===== src/rtl/conv2d_pkg.sv =====
// Shared write-back definitions: FSM state encodings, default address stride, fm_dim width.
// Pure declarations; no timing or flow-control behaviour of its own.
// total = fm_dim^2 is computed from the low FM_DIM_BITS of fm_dim only.
package conv2d_pkg;

    localparam int FM_DIM_BITS    = 16;
    localparam int WB_ADDR_STRIDE = 4;

    typedef enum logic [1:0] {
        WB_IDLE  = 2'd0,
        WB_RUN   = 2'd1,
        WB_DRAIN = 2'd2,
        WB_DONE  = 2'd3
    } wb_state_t;

    function automatic logic [31:0] ofm_total(input logic [31:0] fm_dim);
        logic [FM_DIM_BITS-1:0] side;
        side = fm_dim[FM_DIM_BITS-1:0];
        return 32'(side) * 32'(side);
    endfunction

endpackage


===== src/rtl/conv2d_ofm_writeback_if.sv =====
// Control, OFM stream and memory write port of the write-back stage.
// slave = the write-back stage itself, master = controller/engine/memory side.
// Flow control is valid/ready on both the OFM stream and the memory port.
interface conv2d_ofm_writeback_if #(
    parameter int AWIDTH = 32,
    parameter int DWIDTH = 32
);
    logic              wb_start;
    logic [AWIDTH-1:0] ofm_base_addr;
    logic [31:0]       fm_dim;
    logic [DWIDTH-1:0] ofm_dout;
    logic              ofm_dout_valid;
    logic              ofm_dout_ready;
    logic [AWIDTH-1:0] mem_addr;
    logic [DWIDTH-1:0] mem_din;
    logic              mem_din_valid;
    logic              mem_din_ready;
    logic              mem_we;
    logic              wb_idle;
    logic              wb_done;

    modport slave (
        input  wb_start, ofm_base_addr, fm_dim, ofm_dout, ofm_dout_valid, mem_din_ready,
        output ofm_dout_ready, mem_addr, mem_din, mem_din_valid, mem_we, wb_idle, wb_done
    );

    modport master (
        output wb_start, ofm_base_addr, fm_dim, ofm_dout, ofm_dout_valid, mem_din_ready,
        input  ofm_dout_ready, mem_addr, mem_din, mem_din_valid, mem_we, wb_idle, wb_done
    );

endinterface


===== src/rtl/conv2d_wb_slot.sv =====
// Single-entry registered valid/ready slice carrying {addr,data} to the memory port.
// Latency 1 cycle; full throughput while out_rdy stays high.
// Backpressure: out_dat held while out_vld & ~out_rdy; in_rdy = ~out_vld | out_rdy.
module conv2d_wb_slot #(
    parameter int WIDTH = 64
) (
    input  logic             clk,
    input  logic             rst,
    input  logic             in_vld,
    output logic             in_rdy,
    input  logic [WIDTH-1:0] in_dat,
    output logic             out_vld,
    input  logic             out_rdy,
    output logic [WIDTH-1:0] out_dat
);

    assign in_rdy = ~out_vld | out_rdy;

    // A load while the held entry drains refills the slot with valid left high.
    always_ff @(posedge clk or posedge rst) begin
        if (rst) begin
            out_vld <= 1'b0;
            out_dat <= '0;
        end else if (in_vld && in_rdy) begin
            out_vld <= 1'b1;
            out_dat <= in_dat;
        end else if (out_rdy) begin
            out_vld <= 1'b0;
        end
    end

endmodule


===== src/rtl/conv2d_ofm_writeback.sv =====
// OFM write-back: addresses each result word from a base and issues write requests; OFM_RELU_EN adds ReLU.
// Latency 1 cycle input fire -> mem_din_valid; 1 word/cycle while mem_din_ready is high.
// Backpressure: ofm_dout_ready drops when the slot is stalled or total words were accepted.
module conv2d_ofm_writeback
    import conv2d_pkg::*;
#(
    parameter int AWIDTH      = 32,
    parameter int DWIDTH      = 32,
    parameter int ADDR_STRIDE = WB_ADDR_STRIDE
) (
    input  logic                   clk,
    input  logic                   rst,
    conv2d_ofm_writeback_if.slave  wb
);

    wb_state_t         state;
    wb_state_t         state_nxt;
    logic [31:0]       total;
    logic [31:0]       accepted;
    logic [AWIDTH-1:0] next_addr;
    logic              done_r;
    logic              st_idle;
    logic              st_run;
    logic              st_done;
    logic              start_acc;
    logic              in_fire;
    logic              mem_fire;
    logic              slot_in_rdy;
    logic [31:0]       total_new;
    logic [DWIDTH-1:0] wr_dat;

    assign total_new = ofm_total(wb.fm_dim);
    assign start_acc = wb.wb_start && st_idle;
    assign in_fire   = wb.ofm_dout_valid && wb.ofm_dout_ready;
    assign mem_fire  = wb.mem_din_valid && wb.mem_din_ready;

    always_ff @(posedge clk or posedge rst) begin
        if (rst) begin
            state <= WB_IDLE;
        end else begin
            state <= state_nxt;
        end
    end

    always_comb begin
        state_nxt = state;
        case (state)
            WB_IDLE:  if (wb.wb_start) state_nxt = (total_new == 32'd0) ? WB_DONE : WB_RUN;
            WB_RUN:   if (in_fire && (accepted == total - 32'd1)) state_nxt = WB_DRAIN;
            WB_DRAIN: if (mem_fire) state_nxt = WB_DONE;
            WB_DONE:  state_nxt = WB_IDLE;
            default:  state_nxt = WB_IDLE;
        endcase
    end

    always_comb begin
        st_idle = 1'b0;
        st_run  = 1'b0;
        st_done = 1'b0;
        case (state)
            WB_IDLE: st_idle = 1'b1;
            WB_RUN:  st_run  = 1'b1;
            WB_DONE: st_done = 1'b1;
            default: ;
        endcase
    end

    // Address generator and word counter; address arithmetic wraps modulo 2^AWIDTH.
    always_ff @(posedge clk or posedge rst) begin
        if (rst) begin
            total     <= '0;
            accepted  <= '0;
            next_addr <= '0;
        end else if (start_acc) begin
            total     <= total_new;
            accepted  <= '0;
            next_addr <= wb.ofm_base_addr;
        end else if (in_fire) begin
            accepted  <= accepted + 32'd1;
            next_addr <= next_addr + AWIDTH'(ADDR_STRIDE);
        end
    end

    always_ff @(posedge clk or posedge rst) begin
        if (rst) begin
            done_r <= 1'b0;
        end else if (start_acc) begin
            done_r <= 1'b0;
        end else if (st_done) begin
            done_r <= 1'b1;
        end
    end

`ifdef OFM_RELU_EN
    assign wr_dat = wb.ofm_dout[DWIDTH-1] ? '0 : wb.ofm_dout;
`else
    assign wr_dat = wb.ofm_dout;
`endif

    assign wb.ofm_dout_ready = st_run && (accepted < total) && slot_in_rdy;
    assign wb.mem_we         = wb.mem_din_valid;
    assign wb.wb_idle        = st_idle;
    assign wb.wb_done        = done_r;

    conv2d_wb_slot #(
        .WIDTH (AWIDTH + DWIDTH)
    ) u_slot (
        .clk     (clk),
        .rst     (rst),
        .in_vld  (in_fire),
        .in_rdy  (slot_in_rdy),
        .in_dat  ({next_addr, wr_dat}),
        .out_vld (wb.mem_din_valid),
        .out_rdy (wb.mem_din_ready),
        .out_dat ({wb.mem_addr, wb.mem_din})
    );

endmodule


===== src/flat_wrapper.sv =====
// flat-port wrapper written by rule: the top's interface ports become plain ports
module conv2d_ofm_writeback_flat import conv2d_pkg::*;
#(
    parameter int AWIDTH      = 32,
    parameter int DWIDTH      = 32,
    parameter int ADDR_STRIDE = WB_ADDR_STRIDE
)
  (clk, rst, wb_wb_start, wb_ofm_base_addr, wb_fm_dim, wb_ofm_dout, wb_ofm_dout_valid, wb_mem_din_ready, wb_ofm_dout_ready, wb_mem_addr, wb_mem_din, wb_mem_din_valid, wb_mem_we, wb_wb_idle, wb_wb_done);
  conv2d_ofm_writeback_if #(.AWIDTH(AWIDTH), .DWIDTH(DWIDTH)) wb_i ();
  input  logic clk;
  input  logic rst;
  input wire logic [$bits(wb_i.wb_start)-1:0] wb_wb_start;
  input wire logic [$bits(wb_i.ofm_base_addr)-1:0] wb_ofm_base_addr;
  input wire logic [$bits(wb_i.fm_dim)-1:0] wb_fm_dim;
  input wire logic [$bits(wb_i.ofm_dout)-1:0] wb_ofm_dout;
  input wire logic [$bits(wb_i.ofm_dout_valid)-1:0] wb_ofm_dout_valid;
  input wire logic [$bits(wb_i.mem_din_ready)-1:0] wb_mem_din_ready;
  output wire logic [$bits(wb_i.ofm_dout_ready)-1:0] wb_ofm_dout_ready;
  output wire logic [$bits(wb_i.mem_addr)-1:0] wb_mem_addr;
  output wire logic [$bits(wb_i.mem_din)-1:0] wb_mem_din;
  output wire logic [$bits(wb_i.mem_din_valid)-1:0] wb_mem_din_valid;
  output wire logic [$bits(wb_i.mem_we)-1:0] wb_mem_we;
  output wire logic [$bits(wb_i.wb_idle)-1:0] wb_wb_idle;
  output wire logic [$bits(wb_i.wb_done)-1:0] wb_wb_done;
  assign wb_i.wb_start = wb_wb_start;
  assign wb_i.ofm_base_addr = wb_ofm_base_addr;
  assign wb_i.fm_dim = wb_fm_dim;
  assign wb_i.ofm_dout = wb_ofm_dout;
  assign wb_i.ofm_dout_valid = wb_ofm_dout_valid;
  assign wb_i.mem_din_ready = wb_mem_din_ready;
  assign wb_ofm_dout_ready = wb_i.ofm_dout_ready;
  assign wb_mem_addr = wb_i.mem_addr;
  assign wb_mem_din = wb_i.mem_din;
  assign wb_mem_din_valid = wb_i.mem_din_valid;
  assign wb_mem_we = wb_i.mem_we;
  assign wb_wb_idle = wb_i.wb_idle;
  assign wb_wb_done = wb_i.wb_done;
  conv2d_ofm_writeback #(.AWIDTH(AWIDTH), .DWIDTH(DWIDTH), .ADDR_STRIDE(ADDR_STRIDE)) u_core (.clk(clk), .rst(rst), .wb(wb_i));
endmodule

===== config.mk =====
export PLATFORM = sky130hd
export DESIGN_NAME = conv2d_ofm_writeback_flat
export DESIGN_NICKNAME = d
export VERILOG_FILES = /design/src/rtl/conv2d_pkg.sv /design/src/rtl/conv2d_ofm_writeback_if.sv /design/src/rtl/conv2d_wb_slot.sv /design/src/rtl/conv2d_ofm_writeback.sv /design/src/flat_wrapper.sv
export SDC_FILE = /design/constraint.sdc
export NUM_CORES = 1
export LEC_CHECK = 0
export CAP_MARGIN = 20
export CORE_MARGIN = 4
export CORE_UTILIZATION = 40
export DETAILED_ROUTE_END_ITERATION = 7
export PLACE_DENSITY_LB_ADDON = 0.05
export SLEW_MARGIN = 20
export SYNTH_ARGS = -nofsm -noshare
export SYNTH_HDL_FRONTEND = slang
export SYNTH_SLANG_ARGS = --single-unit

===== constraint.sdc =====
create_clock -name clk -period 14.1 [get_ports clk]
set_input_delay 2.115 -clock clk [delete_from_list [all_inputs] [get_ports clk]]
set_output_delay 2.115 -clock clk [all_outputs]
set_load 0.01 [all_outputs]

Word level (Yosys, flattened, before mapping)

Index checks and enable logic that the tools add are counted.
W data, S select, Z words.

Flip-flop bits (word level): 164
Input port bits: 101
Output and inout port bits: 69

Order comparisons: 1
Mux-type cells: 16
Multipliers: 1
Bitwise operators: 2
$add $sub $neg: 3
Equality and inequality tests: 7
Reductions and logical operators: 13

Operators by type and width:

| kind                    | count |
|---|---|
| $mux W32                | 4 |
| $add A32 B1 Y32 const B | 1 |
| $add A32 B3 Y32 const B | 1 |
| $eq A32 B32 Y1          | 1 |
| $logic_not A32 Y1       | 1 |
| $lt A32 B32 Y1          | 1 |
| $mul A16 B16 Y32        | 1 |
| $sub A32 B1 Y32 const B | 1 |
| $mux W2                 | 4 |
| $pmux W2 S4             | 1 |
| $logic_and A1 B1 Y1     | 7 |
| $mux W1                 | 7 |
| $reduce_bool A2 Y1      | 3 |
| $eq A2 B2 Y1 const B    | 2 |
| $ne A2 B1 Y1 const B    | 2 |
| $reduce_and A3 Y1       | 1 |
| $eq A2 B1 Y1 const B    | 1 |
| $logic_not A2 Y1        | 1 |
| $ne A2 B2 Y1 const B    | 1 |
| $not A1 Y1              | 1 |
| $or A1 B1 Y1            | 1 |

Longest topological paths before layout

Gate-level depths: netlist (run 1).

Depth in word-level cells: 8
Gate-level depth with buffers: 27
Depth with buffers taken out: 24

Modules after synthesis

From an unflattened synthesis (run 1), not the netlist that was laid out.

Cell total of the unflattened synthesis: 1771
Area, all modules: 16643.5 sq um

Modules (own cells, without submodules):

| module               | times used | area each (sq um) | cells an instance |
|---|---|---|---|
| conv2d_ofm_writeback | 1          | 13968.4           | 1632 |
| conv2d_wb_slot       | 1          | 2675.1            | 139 |

Least setup slack after synthesis (run 1)

No wires, ideal clock.

Path kind: input -> register
Start point: input port wb_fm_dim[1]
End point: register u_core.state[1]
Slack: 5570 ps
Path buffers: 2
Data arrival time: 8434 ps
Cell stages on the path: 24
Data required time: 14005 ps
Cell sequence: clkbuf_1 > clkbuf_1 > nand2_1 > inv_1 > fa_1 > inv_1 > fa_1 > inv_1 > fa_1 > fa_1 > fa_1 > inv_1 > fa_1 > inv_1 > ha_1 > and4_1 > a21oi_1 > o211ai_1 > a2111oi_0 > o21bai_1 > a221oi_1 > xor2_1 > or4_1 > o31ai_1

Longest elaborated chain between the ends: 5

Ends and longest elaborated chain:

| item                  | line                       | source |
|---|---|---|
| from (decl)           | flat_wrapper.sv:14         | `input wire logic [$bits(wb_i.fm_dim)-1:0] wb_fm_dim;` |
| $mul A16 B16 Y32      | conv2d_pkg.sv:19           | `return 32'(side) * 32'(side);` |
| $logic_not A32 Y1     | conv2d_ofm_writeback.sv:48 | `WB_IDLE: if (wb.wb_start) state_nxt = (total_new == 32'd0) ? WB_DONE : WB_RUN;` |
| $mux W2 (2 in series) | conv2d_ofm_writeback.sv:48 |  |
| $pmux W2 S4           | conv2d_ofm_writeback.sv:47 | `case (state)` |
| to (signal assigned)  | conv2d_ofm_writeback.sv:41 | `state <= state_nxt;` |
| to (decl)             | conv2d_ofm_writeback.sv:16 | `wb_state_t state;` |

Every way passes these cells. The select of a mux whose other input is x is not followed.
A chain may end at the register's enable or synchronous reset.

Worst setup path after layout (run 1)

Start point: input port wb_fm_dim[2]
End point: register u_core.state[1]

Same word-level chain as after synthesis.

==> flow_summary.yaml, run 1 <==
finish:
  fin_nets: 2449
  antennaDiodeCount: 0
  layout_commonest_cell: "nand2_1"
  drive_above_1_share_pct: 3.40
  final_util_pct: 46.9
  final_cell_mix: "nand2_1 (375), inv_1 (314), fa_1 (164)"
  area_growth_pct: 15.5
  final_cell_area_mm2: 0.0192
floorplanning:
  die_x_um: 212
  io_pins: 170
  core_area_mm2: 0.0409
  die_h_um: 212
  dieArea_mm2: 0.0449
  start_util_pct: 40.6
  rows: 74
clock_tree:
  hold_buffers: 0
  cts_inserted_buffers: 17
  cts.repair.resized: 0
  cts_buffer_depth: 2
  clk_latency_ns: 0.45
  cts_tree: "done"
  cts.sinks: 163
  htree_levels: 4
  clk_pin_slew_ns: 0.06
  cts_setup_buffers: 0
  cts-root-buf: "clkbuf_16"
setup_path:
  endpoint_kind: "flop"
  cp_slowest_cell: "clkdlybuf4s50_1"
  r2r-end: "u_core.accepted[22]$_DFFE_PP0P_"
  cp_common_cell: "inv_1"
  r2r_setup_slack_ns: 9.93
  reg2regPathDepth: 11
  start_kind: "input port"
  crit_required_ns: 14.45
  critical_path_class: "in -> reg"
  critPathArrivalTime_ns: 9.83
  cp_max_fo: 17
  r2r-start: "u_core.total[5]$_DFFE_PP0P_"
  slowest_delay_ns: 0.83
min_path:
  min_path_cells: 2
  hold_path_end: "u_core.u_slot.out_dat[36]$_DFFE_PP0P_"
  min_from: "u_core.u_slot.out_dat[36]$_DFFE_PP0P_"
  hp-class: "reg -> reg"
status:
  status: "finished, final reports clean"
synthesis:
  synth-warning-count: 0
  syn_avg_cell_area_um2: 8.55
  synth_edf_count: 0
  syn_area_mm2: 0.0166
  synth_seq_area_share_pct: 24.5
  ys_types: 72
  synth_fp_nets: 2347
  synthFlopType: "dfrtp_1"
  async_reset_ff_share_pct: 100
  synth_cells: 1945
  synth_seq_cells: 163
grt:
  grt_usage_pct: 19.0
  overflow: 0
  grt_pass1_wl_mm: 69.8
  grt_pass1_vias: 13600
  grt_max_degree: 82
  antenna_found_initial: 0
sta:
  layout_worst_path_cycle_share_pct: 67.2
  final_max_slew_viol_count: 0
  fin_skew_ns: 0.0103
  max_slew_margin_pct: 38.2
  fin_setup_tns_ns: 0
  rsz0062_at_grt: "false"
  fin_crit_ns: 9.47
  fmax_mhz: 106
  hold_viol: 0
  worst_slew_pin_slew_ns: 0.924
  setup_viol: 0
drt:
  drc: 0
  vias_per_cell: 5.06
  drt_wl_total_mm: 41.7
  wl_per_cell_um: 16.1
  drt-initial-drc-count: 641
  antenna_left: 0
  dr.pass1.iters: 5
  routed-via-count: 13100
power:
  ir_worst_vdd_mv: 0.195
  power_density_mw_per_mm2: 264
  p_leak_nw: 9.27
placement:
  place_congestion: 0.879
  hpwl_mm: 32.7
  portBuffers: 153
  place_area_mm2: 0.0186
flow_run:
  drv_cap: 0
==> logic make-up (layout without fill, tap and decap cells) <==
group	after synthesis	count (layout)	share of synthesized area [%]
AND/OR/NAND/NOR	715	715	20.5
AO/OA/AOI/OAI	261	261	10.1
multiplexers	4	4	0.248
adder cells (fa/ha/maj)	301	301	30.1
XOR/XNOR	107	107	5.64
buffers and inverters	394	509	8.97
flip-flops	163	163	24.5
==> synthesized netlist by cell type (9+ instances only) <==
cell,number,share of area [%]
a21o_1,21,0.95
a21oi_1,48,1.4
and2_1,52,2.0
and3_1,16,0.60
and4_1,11,0.58
clkbuf_1,69,1.6
dfrtp_1,163,25
fa_1,164,20
ha_1,137,10
inv_1,315,7.1
nand2_1,375,8.5
nand2b_1,9,0.34
nand3_1,37,1.1
nand4_1,26,0.98
nor2_1,66,1.5
nor2b_1,10,0.38
nor3_1,38,1.1
nor4_1,24,0.90
o211ai_1,14,0.63
o21ai_0,96,2.9
o31ai_1,9,0.41
or3_1,13,0.49
or4_1,13,0.59
xnor2_1,77,4.1
xor2_1,30,1.6
==> layer usage <==
| layer | up-vias | track usage, % | wire length, um |
|---|---|---|---|
| li1 | 6521 | - | - |
| met1 | 6384 | 25.9 | 19700 |
| met2 | 191 | 33.0 | 20400 |
| met3 | 24 | 2.40 | 1150 |
| met4 | 0 | 3.49 | 386 |
| met5 | - | 0 | 0 |
==> how the worst max path moves through the flow <==
stage / startpoint / to / slack (ns) / cells past startpoint
floorplan: wb_fm_dim[1] / u_core.state[1]$_DFFE_PP0P_ / 5.57 / 24
global placement: wb_fm_dim[2] / u_core.state[1]$_DFFE_PP0P_ / 4.13 / 25
detailed placement: wb_fm_dim[2] / u_core.state[1]$_DFFE_PP0P_ / 4.07 / 25
CTS: wb_fm_dim[2] / u_core.state[1]$_DFFE_PP0P_ / 4.55 / 25
global route: wb_fm_dim[2] / u_core.state[1]$_DFFE_PP0P_ / 4.11 / 25
finish: wb_fm_dim[2] / u_core.state[1]$_DFFE_PP0P_ / 4.63 / 25
==> through the flow <==
| stage | std cells | total power, mW | setup WS, ns | hold WS [ns] |
|---|---|---|---|---|
| global route | 2592 | 5.68 | 4.11 | 0.495 |
| floorplan | 1945 | 3.55 | 5.57 | 0.439 |
| CTS | 2592 | 5.13 | 4.55 | 0.478 |
| finish | 2592 | 5.07 | 4.63 | 0.470 |
| global placement | 2560 | 4.57 | 4.13 | 0.451 |
| detailed placement | 2560 | 4.60 | 4.07 | 0.459 |
==> power breakdown <==
part | switching (mW) | internal, mW | total, mW
combinational | 2.23 | 1.52 | 3.76
sequential | 0.181 | 0.647 | 0.828
clock | 0.200 | 0.284 | 0.485
total | 2.62 | 2.45 | 5.07
==> cell type report <==
class	instances	area (um^2)
multi-input combinational	1388	11100
inverter	315	1190
timing repair buffer	162	1600
sequential	163	4080
tap	532	666
clock buffer	21	450
fill	4080	21700
clock inverter	11	151
==> state kept, by name, summed over array words and instances, names as in the netlist <==
register / flops
u_core.u_slot.out_vld: 1
u_core.u_slot.out_dat: 64
u_core.state: 2
u_core.accepted: 32
u_core.total: 31
u_core.wb.wb_done: 1
u_core.next_addr: 32
==> worst max-delay path: cells and delay by family <==
kind	cells	cell delay [ns]
XOR/XNOR	1	0.13
AO/OA/AOI/OAI	6	1.79
buffers and inverters	8	1.22
AND/OR/NAND/NOR	3	1.09
adder cells (fa/ha/maj)	7	3.46
Power figures use the tool's default switching activity.
==> run 2: changes to the inputs <==
clock period = 9.25 ns   (was 14.1 ns; I/O delays follow)
==> flow_summary.yaml, run 2 (synthesis results as in run 1) <==
status:
  status: "finished, final reports clean"
sta:
  hold_viol: 0
  rsz0062_at_grt: "false"
  setup_viol: 0
  fin_setup_tns_ns: 0
  worst_hold_slack_ns: 0.470
  final_max_slew_viol_count: 0
  worst_slew_pin_slew_ns: 0.999
  fin_skew_ns: 0.0132
  max_slew_margin_pct: 32.8
  layout_worst_path_cycle_share_pct: 90.5
  fin_crit_ns: 8.37
  fmax_mhz: 119
min_path:
  min_from: "u_core.u_slot.out_dat[61]$_DFFE_PP0P_"
  hp-class: "reg -> reg"
  min_path_cells: 2
  hold_path_end: "u_core.u_slot.out_dat[61]$_DFFE_PP0P_"
floorplanning:
  core_area_mm2: 0.0409
  rows: 74
  dieArea_mm2: 0.0449
  die_x_um: 212
  start_util_pct: 40.6
  die_h_um: 212
  io_pins: 170
grt:
  grt_usage_pct: 18.7
  grt_pass1_vias: 13600
  grt_max_degree: 73
  antenna_found_initial: 0
  overflow: 0
  grt_pass1_wl_mm: 69.0
drt:
  routed-via-count: 13300
  drc: 0
  drt-initial-drc-count: 602
  vias_per_cell: 5.07
  dr.pass1.iters: 7
  drt_wl_total_mm: 41.4
  wl_per_cell_um: 15.8
  antenna_left: 0
placement:
  portBuffers: 153
  place_congestion: 0.865
  hpwl_mm: 33.3
  dp_cells: 2585
clock_tree:
  htree_levels: 4
  hold_buffers: 0
  cts_setup_buffers: 0
  clk_pin_slew_ns: 0.06
  clk_latency_ns: 0.43
  cts.sinks: 163
  cts-root-buf: "clkbuf_16"
  cts.repair.resized: 0
  cts_inserted_buffers: 17
  cts_tree: "done"
  cts_buffer_depth: 2
finish:
  layout_commonest_cell: "nand2_1"
  largest_reg_flops: 64
  drive_above_1_share_pct: 4.65
  area_growth_pct: 16.5
  fin_cells: 2617
  nFillCells: 4080
  multi_input_area_mm2: 0.0111
  top_register: "u_core.u_slot.out_dat"
  final_util_pct: 47.3
  final_cell_mix: "nand2_1 (375), inv_1 (314), fa_1 (164)"
  antennaDiodeCount: 0
  fin_nets: 2474
  largest_registers: "u_core.u_slot.out_dat x64, u_core.accepted x32, u_core.next_addr x32"
  regArea_mm2: 0.00408
setup_path:
  critical_path_class: "in -> reg"
  reg2regPathDepth: 11
  critPathArrivalTime_ns: 8.72
  slowest_delay_ns: 0.66
  crit_required_ns: 9.59
  cp_num_buf_inv: 8
  r2r_setup_slack_ns: 4.98
  endpoint_kind: "flop"
  cp_max_fo: 8
  cp_slowest_cell: "clkdlybuf4s50_1"
  r2r-end: "u_core.accepted[24]$_DFFE_PP0P_"
  cp.depth: 25
  start_kind: "input port"
  path_delay_family: "adder cells"
  r2r-start: "u_core.total[5]$_DFFE_PP0P_"
power:
  ir_worst_vdd_mv: 0.283
  power_density_mw_per_mm2: 399
  p_leak_nw: 9.37
  power_mw: 7.73
flow_run:
  drv_cap: 0
==> run 2: cell type report <==
type | count | area share [%]
Clock inverter | 12 | 0.620
Sequential cell | 163 | 21.1
Inverter | 315 | 6.13
Timing Repair Buffer | 187 | 9.23
Tap cell | 532 | 3.44
Clock buffer | 20 | 2.36
Multi-Input combinational cell | 1388 | 57.2
==> run 2: tightest hold or removal path, delay by kind of cell (launching register included) <==
kind	cells	cell delay [ns]
AND/OR/NAND/NOR	2	0.10
flip-flops	1	0.34
==> run 2: worst max-delay path by stage <==
stage / slack, ns / to / startpoint
detailed placement: 0.40 / u_core.state[1]$_DFFE_PP0P_ / wb_fm_dim[1]
finish: 0.88 / u_core.state[1]$_DFFE_PP0P_ / wb_fm_dim[1]
global route: 0.42 / u_core.state[1]$_DFFE_PP0P_ / wb_fm_dim[1]
floorplan: 1.45 / u_core.state[1]$_DFFE_PP0P_ / wb_fm_dim[1]
global placement: 0.40 / u_core.state[1]$_DFFE_PP0P_ / wb_fm_dim[1]
CTS: 0.85 / u_core.state[1]$_DFFE_PP0P_ / wb_fm_dim[1]
==> run 2: where the power goes <==
part | internal, mW | switching [mW] | total [mW]
registers | 0.986 | 0.275 | 1.26
logic | 2.38 | 3.39 | 5.77
clock network | 0.390 | 0.308 | 0.699
total | 3.76 | 3.98 | 7.73
==> run 2: per-layer routing <==
metal  wire length [um]  vias up  global-route usage [%]
li1                   -     6557                       -
met1              19500     6441                    25.8
met2              20000      219                    31.8
met3               1170       40                    1.73
met4                745        0                    4.75
met5                  0        -                       0
==> run 2: per-stage QoR <==
| stage | setup slack [ns] | instance area [um^2] |
|---|---|---|
| finish | 0.876 | 19400 |
| global route | 0.416 | 19400 |
| CTS | 0.855 | 19400 |
| detailed placement | 0.395 | 18800 |
| global placement | 0.395 | 18800 |
| floorplan | 1.45 | 16600 |
